--- config.mk ---
export PLATFORM = sky130hd
export DESIGN_NAME = vend_txn_ctrl
export DESIGN_NICKNAME = d
export VERILOG_FILES = /design/src/rtl/vend_txn_ctrl.sv
export SDC_FILE = /design/constraint.sdc
export NUM_CORES = 2
export LEC_CHECK = 0
export BUFFER_PORTS_ARGS = -buffer_cell sky130_fd_sc_hd__buf_4
export CORE_MARGIN = 1
export CORE_UTILIZATION = 30
export CTS_CLUSTER_DIAMETER = 50
export DETAILED_ROUTE_END_ITERATION = 16
export GPL_ROUTABILITY_DRIVEN = 1
export HOLD_SLACK_MARGIN = 0.05
export MAX_ROUTING_LAYER = met4
export PLACE_DENSITY = 0.5
export SLEW_MARGIN = 30
export SYNTH_ARGS = -nofsm -noshare
export SYNTH_HDL_FRONTEND = slang
export SYNTH_SLANG_ARGS = --single-unit
--- constraint.sdc ---
create_clock -name clk -period 12.3 [get_ports clk]
set_input_delay 1.845 -clock clk [delete_from_list [all_inputs] [get_ports clk]]
set_output_delay 1.845 -clock clk [all_outputs]
set_load 0.1 [all_outputs]
--- src/rtl/vend_txn_ctrl.sv ---
// Vending transaction sequencer: price/stock table, item latch, note credit
// accumulation, and dispense-with-change or full-refund completion.
module vend_tbl_entry #(
  parameter int AMT_W = 16
) (
  input  logic             clk,
  input  logic             rstn,
  input  logic             we,
  input  logic             dec,
  input  logic [AMT_W-1:0] price_d,
  input  logic [7:0]       stock_d,
  output logic [AMT_W-1:0] price,
  output logic [7:0]       stock
);
  // A host write in the same cycle as a dispense decrement takes priority.
  always_ff @(posedge clk or negedge rstn) begin
    if (!rstn) begin
      price <= '0;
      stock <= '0;
    end else if (we) begin
      price <= price_d;
      stock <= stock_d;
    end else if (dec && stock != 8'd0) begin
      stock <= stock - 8'd1;
    end
  end
endmodule

module vend_txn_ctrl #(
  parameter int NUM_ITEMS   = 64,
  parameter int AMT_W       = 16,
  parameter int TIMEOUT_CYC = 1000
) (
  input  logic                         clk,
  input  logic                         rstn,
  input  logic                         cfg_we,
  input  logic [$clog2(NUM_ITEMS)-1:0] cfg_addr,
  input  logic [AMT_W-1:0]             cfg_price,
  input  logic [7:0]                   cfg_stock,
  input  logic                         item_valid,
  input  logic [$clog2(NUM_ITEMS)-1:0] item_code,
  input  logic                         note_valid,
  input  logic [AMT_W-1:0]             note_amt,
  input  logic                         cancel,
  output logic                         busy,
  output logic                         sel_err,
  output logic                         o_valid,
  output logic                         o_refund,
  output logic [$clog2(NUM_ITEMS)-1:0] o_item,
  output logic [AMT_W-1:0]             o_change
);
  localparam int IW = $clog2(NUM_ITEMS);
  localparam int TW = $clog2(TIMEOUT_CYC + 1);

  localparam logic [1:0] S_IDLE     = 2'd0;
  localparam logic [1:0] S_COLLECT  = 2'd1;
  localparam logic [1:0] S_DISPENSE = 2'd2;
  localparam logic [1:0] S_REFUND   = 2'd3;

  logic [1:0]                        state;
  logic [IW-1:0]                     code;
  logic [AMT_W-1:0]                  price;
  logic [AMT_W-1:0]                  credit;
  logic [TW-1:0]                     timer;
  logic [NUM_ITEMS-1:0][AMT_W-1:0]   price_tbl;
  logic [NUM_ITEMS-1:0][7:0]         stock_tbl;

  genvar i;
  generate
    for (i = 0; i < NUM_ITEMS; i++) begin : g_tbl
      vend_tbl_entry #(.AMT_W(AMT_W)) u_entry (
        .clk     (clk),
        .rstn    (rstn),
        .we      (cfg_we && cfg_addr == IW'(i)),
        .dec     (state == S_DISPENSE && code == IW'(i)),
        .price_d (cfg_price),
        .stock_d (cfg_stock),
        .price   (price_tbl[i]),
        .stock   (stock_tbl[i])
      );
    end
  endgenerate

  logic [AMT_W:0]   sum;
  logic [AMT_W-1:0] credit_nxt;
  logic [AMT_W-1:0] credit_eff;
  logic             sel_ok;
  logic             timed_out;

  // Credit saturates at all-ones instead of wrapping.
  always_comb begin
    sum        = {1'b0, credit} + {1'b0, note_amt};
    credit_nxt = sum[AMT_W] ? '1 : sum[AMT_W-1:0];
    credit_eff = note_valid ? credit_nxt : credit;
    sel_ok     = price_tbl[item_code] != '0 && stock_tbl[item_code] != 8'd0;
    timed_out  = !note_valid && timer == TW'(TIMEOUT_CYC - 1);
  end

  assign busy = state != S_IDLE;

  always_ff @(posedge clk or negedge rstn) begin
    if (!rstn) begin
      state    <= S_IDLE;
      code     <= '0;
      price    <= '0;
      credit   <= '0;
      timer    <= '0;
      sel_err  <= 1'b0;
      o_valid  <= 1'b0;
      o_refund <= 1'b0;
      o_item   <= '0;
      o_change <= '0;
    end else begin
      sel_err  <= 1'b0;
      o_valid  <= 1'b0;
      o_refund <= 1'b0;
      o_item   <= '0;
      o_change <= '0;
      case (state)
        S_IDLE: begin
          if (item_valid) begin
            if (sel_ok) begin
              code   <= item_code;
              price  <= price_tbl[item_code];
              credit <= '0;
              timer  <= '0;
              state  <= S_COLLECT;
            end else begin
              sel_err <= 1'b1;
            end
          end
        end
        S_COLLECT: begin
          // Cancel is checked first so a paying note plus cancel still refunds.
          if (cancel || timed_out) begin
            o_refund <= 1'b1;
            o_change <= credit_eff;
            credit   <= '0;
            state    <= S_REFUND;
          end else if (note_valid && credit_nxt >= price) begin
            o_valid  <= 1'b1;
            o_item   <= code;
            o_change <= credit_nxt - price;
            credit   <= '0;
            state    <= S_DISPENSE;
          end else if (note_valid) begin
            credit <= credit_nxt;
            timer  <= '0;
          end else begin
            timer <= timer + 1'b1;
          end
        end
        S_DISPENSE: state <= S_IDLE;
        S_REFUND:   state <= S_IDLE;
        default:    state <= S_IDLE;
      endcase
    end
  end
endmodule
* Word level (Yosys, flattened, before mapping)
Index checks and enable logic that the tools add are counted.
Operators by class: $add $sub $neg 67, equality and inequality tests 135, reductions and logical operators 337, multiplexer cells 164, order comparisons 2
Operators by type and width (number):
- $mux 8 | 129
- $reduce_bool 8->1 | 65
- $sub 8x1->8 const B | 64
- $eq 6x6->1 const B | 64
- $logic_and 1x1->1 | 195
- $eq 6x5->1 const B | 32
- $mux 16 | 10
- $reduce_bool 2->1 | 66
- $bmux 16 s6 | 1
- $eq 6x4->1 const B | 16
- $mux 10 | 5
- $bmux 8 s6 | 1
- $eq 6x3->1 const B | 8
- $pmux 16 s2 | 1
- $eq 6x2->1 const B | 4
- $pmux 10 s2 | 1
- $mux 6 | 3
- $add 16x16->17 | 1
- $ge 16x16->1 | 1
- $reduce_bool 16->1 | 1
- $sub 16x16->16 | 1
- $eq 6x1->1 const B | 2
- $logic_not 6->1 | 2
- $add 10x1->10 const B | 1
- other kinds (15) | 31
Word-level totals: flip-flop bits (word level) 1611, logic and storage cells 843, output and inout port bits 26

* Longest topological paths before layout
depth after elaboration 7, gate-level depth with buffers 23, depth with buffers taken out 22

* Cells and area by module
Synthesis repeated with hierarchy kept, for this count alone.
Second synthesis, totals: cell total of the unflattened synthesis 7511, area total of the unflattened synthesis 87513.9 µm²
By module, submodules not included:
- vend_tbl_entry | area each 1121.1 µm², times used 64, cells each 90
- vend_txn_ctrl | area each 15765.1 µm², times used 1, cells each 1751

* Least setup slack after synthesis
No wires, ideal clock.
path type input port to flip-flop, from input note_amt[0], to register o_change[10], arrival 6.246 ns, path buffers 2, stages 23, setup slack 5.916 ns, cell sequence ha_1 > fa_1 > a21o_1 > a21oi_1 > o21ba_2 > o41a_1 > o21ai_0 > a31o_2 > nor2_1 > ha_1 > inv_1 > fa_1 > a21o_1 > a21oi_1 > o211ai_1 > nand3_1 > a21boi_0 > o21ai_0 > a21boi_0 > o211ai_1 > clkbuf_1 > clkbuf_1 > o22ai_1
Between the ends: longest elaborated chain between the ends 7, elaborated cells between the ends (all ways) 9, classes of those cells add/sub (2); order compare (1); mux (5); reduce/logical (1)
Ends and longest elaborated chain:
- start: declaration | line 43 | input logic [AMT_W-1:0] note_amt,
- $add 16x16->17 (*) | line 92 | sum = {1'b0, credit} + {1'b0, note_amt};
- $mux 16 (*) | line 93 | credit_nxt = sum[AMT_W] ? '1 : sum[AMT_W-1:0];
- $ge 16x16->1 | line 140 | end else if (note_valid && credit_nxt >= price) begin
- $logic_and 1x1->1 | line 140
- $mux 16 | line 140
- $mux 16 (*) | line 135 | if (cancel || timed_out) begin
- $mux 16 (*) | line 119 | case (state)
- end signal: assignment | line 137 | o_change <= credit_eff;
- end signal: assignment | line 143 | o_change <= credit_nxt - price;
- end: declaration | line 50 | output logic [AMT_W-1:0] o_change
Every way passes the cells marked *; elsewhere a longest branch is shown, timed or not. A chain may end at the register's enable or synchronous reset.

* Final worst setup path
from input item_code[0], to register price[12]
Between the ends: longest elaborated chain between the ends 5, elaborated cells between the ends (all ways) 8, classes of those cells mux (4); reduce/logical (4)
Ends and longest elaborated chain:
- start: declaration | line 41 | input logic [$clog2(NUM_ITEMS)-1:0] item_code,
- $bmux 16 s6 or $bmux 8 s6 (tied branches) | line 95, 124
- $mux 16 (implied by the code) or $mux 8 (tied branches) | line 95, 124
- $reduce_bool 16->1 or $reduce_bool 8->1 (tied branches) | line 95 | sel_ok = price_tbl[item_code] != '0 && stock_tbl[item_code] != 8'd0;
- $logic_and 1x1->1 | line 95
- $reduce_and 3->1 (no line)
- end signal: assignment | line 124 | price <= price_tbl[item_code];
- end: declaration | line 62 | logic [AMT_W-1:0] price;
Parallel ways exist; a longest one is shown, timed or not. The select of a mux whose other input is x is not followed.

==> run summary <==
Status -> finished clean
PD cells -> 180 nW/um^2
Reg-to-reg startpoint -> credit[0]$_DFFE_PN0P_
I/O Buffers -> 83
Dpl cells -> 10,200
Total track usage -> 19.6%
Routability cong. -> 0.845
Most common library cells after synthesis -> dfrtp_1 (1,611), mux2_2 (1,080), nor2_1 (592), nand2_1 (462), a21oi_1 (383)
FF-to-FF setup slack -> 6470 ps
Post-synth top area cell -> dfrtp_1
First-pass GRT wire length -> 383 mm
Largest net degree at the start of global routing -> 162
Post-CTS resize count -> 0
Min Clock Period, post-route -> 6690 ps
Height of the die -> 522 um
Gate Count Post-Synth -> 6,955
Reg2Reg Depth -> 22
CTS Hold Bufs -> 0
EDFF count, synth -> 0
Site row count -> 190
Starting Density -> 30.2%
Share of cells above drive strength 1 -> 27.3%
#FFs+latches synth -> 1,611
Clock transition at the registers of the reported paths -> 60 ps
Slew HR -> 22.3%
Detailed-route via count -> 54,900
Vias in the first global route -> 55,800
Number of DRC markers in iteration 0 -> 4,078
Fillers -> 26,400
Syn Std Cell Area -> 81,200 sq um
R2r endpoint -> o_change[3]$_DFF_PN0_
Final core occ -> 34.4%
Synth cell types -> 75
CP required -> 13,050 ps
Critical path startpoint category -> input port
Area of the multi-input gates -> 38,300 sq um
Mean post-synth cell area -> 11.7 sq um
Peak supply drop -> 0.110 mV
Top-area cell type share of the netlist area -> 49.6%
Top post-synthesis cells by area -> dfrtp_1 (50%), mux2_2 (15%), mux4_2 (7.2%)
Die width -> 522 um
# IOs -> 84
Sequential cell area -> 40,300 sq um
Worst-path fanout max -> 57
Critical path endpoint category -> register
Final Slew Violations -> 0
Synthesized net count -> 7,176
Final WL -> 260 mm
Post-synth ARST share -> 100%
CTS Buffer Depth -> 4
Leading cell type by number of instances after synthesis -> dfrtp_1
H-Tree Level Count -> 4
Final cell count without fillers -> 10,600
CTS tree -> built
Max Clk Rate -> 149 MHz
Slew @ Worst Pin -> 1160 ps
Drt drc -> 0
Clock Sinks -> 1,611
Post-DRT Antenna Nets -> 0
Worst Setup EP -> price[12]$_DFFE_PN0P_
Layout area overhead -> 13.8%
Final period util -> 54.4%
Yosys warns -> 0
HP Class -> register to register
Setup Fix Bufs, Post-CTS -> 0
Crit Path Class -> input port to register
Max-Cap Viols -> 0
Num CTS Buffers -> 202
Initial antenna violation count -> 18
Final Hold Vio Count -> 0
TNS Setup -> 0 ps
Core ar. -> 269,000 sq um
WL per Instance -> 24.6 um
Nets -> 7,102
GRT overflow -> 0
Initial DRT Pass Iterations -> 8
RSZ-0062 raised after global routing -> false
Seq/Total Area, Yosys -> 49.6%
Clock skew -> 84.1 ps
Clk_lat worst skew -> 900 ps
P_leak -> 38.9 nW
Post-synth top flop -> dfrtp_1
Total die area -> 273,000 sq um
Post-DP HPWL -> 162 mm
CP arrival -> 7440 ps
Final setup vio count -> 0
Via density per instance -> 5.19
Crit path from -> item_code[0]
CTS Root Cell -> clkbuf_16
-- stage by stage --
stage                     hold WS, ps  worst slack, ps  total power, mW  instance area (sq um)
after detailed placement          487             4720             10.7                  85700
after global placement            481             4590             10.6                  85500
after floorplan                   451             5920             9.50                  81200
after global routing              504             5380             17.5                  92400
after CTS                         498             5650             16.8                  92300
final                             494             5610             16.6                  92400
-- flip-flops by register name (all words and copies together), names as in the netlist --
name and count:
g_tbl.u_entry.price 1024, o_refund 1, timer 10, code 6
sel_err 1, o_change 16, g_tbl.u_entry.stock 512, price 16
o_valid 1, state 2, o_item 6, credit 16
-- critical path: stages --
cell and delay [ps]:
buf_8 490, buf_4 570, buf_4 710, mux4_2 580
mux4_2 530, mux4_2 530, a211oi_1 350, nand4_1 210
o31ai_4 670, nor2_4 270, buf_16 250, mux2_1 320
-- cell usage in the layout (no fill, tap or decap), types with 18 or more instances in the layout --
cell       count
inv_1        235
a311oi_1      18
o22ai_1       28
nand2_1      448
nand2b_1      28
clkbuf_1      44
nor3_1       175
dfrtp_1     1611
or4_1         22
clkbuf_16    204
a211oi_1      44
a22oi_1       36
xnor2_1      340
o21ai_0      210
nand3_1       62
clkinv_2      23
clkbuf_8      33
mux2i_1       98
nor2_4        21
nor4_1       132
xor2_1       129
ha_1         161
nor2b_1       30
a21oi_1      383
mux2_2      1080
mux4_2       258
a311o_1       28
nor2_1       569
or3_1         45
a31oi_1       28
buf_4        185
-- layer usage --
layer	GRT usage [%]	up-vias	wire length (um)
met5	-	-	0
met4	4.93	0	6620
met3	2.89	403	12300
met2	31.3	1190	124000
met1	25.9	28800	118000
li1	-	24600	-
-- cell families (layout without fill, tap and decap cells) --
| logic type | Yosys count | count (layout) | synth area share, % |
|---|---|---|---|
| other | 0 | 7 | 0 |
| adders and majority gates | 163 | 163 | 2.53 |
| muxes | 1441 | 1441 | 23.4 |
| buffers and inverters | 730 | 804 | 3.58 |
| xor gates and xnor gates | 469 | 469 | 5.06 |
| AOI/OAI and AO/OA | 893 | 893 | 6.61 |
| and+or+nand+nor | 1648 | 1648 | 9.22 |
| DFF | 1611 | 1611 | 49.6 |
-- report_power, final --
part,switching (mW),internal [mW]
Sequential,0.688,6.22
Clock,2.41,3.56
Combinational,2.15,1.60
Total,5.25,11.4
-- worst min-delay path by stage --
stage / end / startpoint / cells after the start / slack (ps)
after floorplan: timer[9]$_DFFE_PN0P_ / timer[9]$_DFFE_PN0P_ / 1 / 450
after global placement: g_tbl[44].u_entry.price[6]$_DFFE_PN0P_ / g_tbl[44].u_entry.price[6]$_DFFE_PN0P_ / 1 / 480
after detailed placement: g_tbl[54].u_entry.price[9]$_DFFE_PN0P_ / g_tbl[54].u_entry.price[9]$_DFFE_PN0P_ / 1 / 490
after CTS: timer[0]$_DFFE_PN0P_ / timer[0]$_DFFE_PN0P_ / 1 / 500
after global routing: g_tbl[54].u_entry.price[7]$_DFFE_PN0P_ / g_tbl[54].u_entry.price[7]$_DFFE_PN0P_ / 1 / 500
final: timer[0]$_DFFE_PN0P_ / timer[0]$_DFFE_PN0P_ / 1 / 490
-- layout make-up --
class / count / area share [%]
Tap cell: 3552 / 4.81
Timing Repair Buffer: 212 / 2.07
Multi-Input combinational cell: 4614 / 41.4
Clock inverter: 71 / 0.945
Inverter: 240 / 0.974
Antenna cell: 7 / 0.0189
Sequential cell: 1611 / 43.6
Clock buffer: 281 / 6.19
No activity file was read; power rests on OpenSTA's default activity.
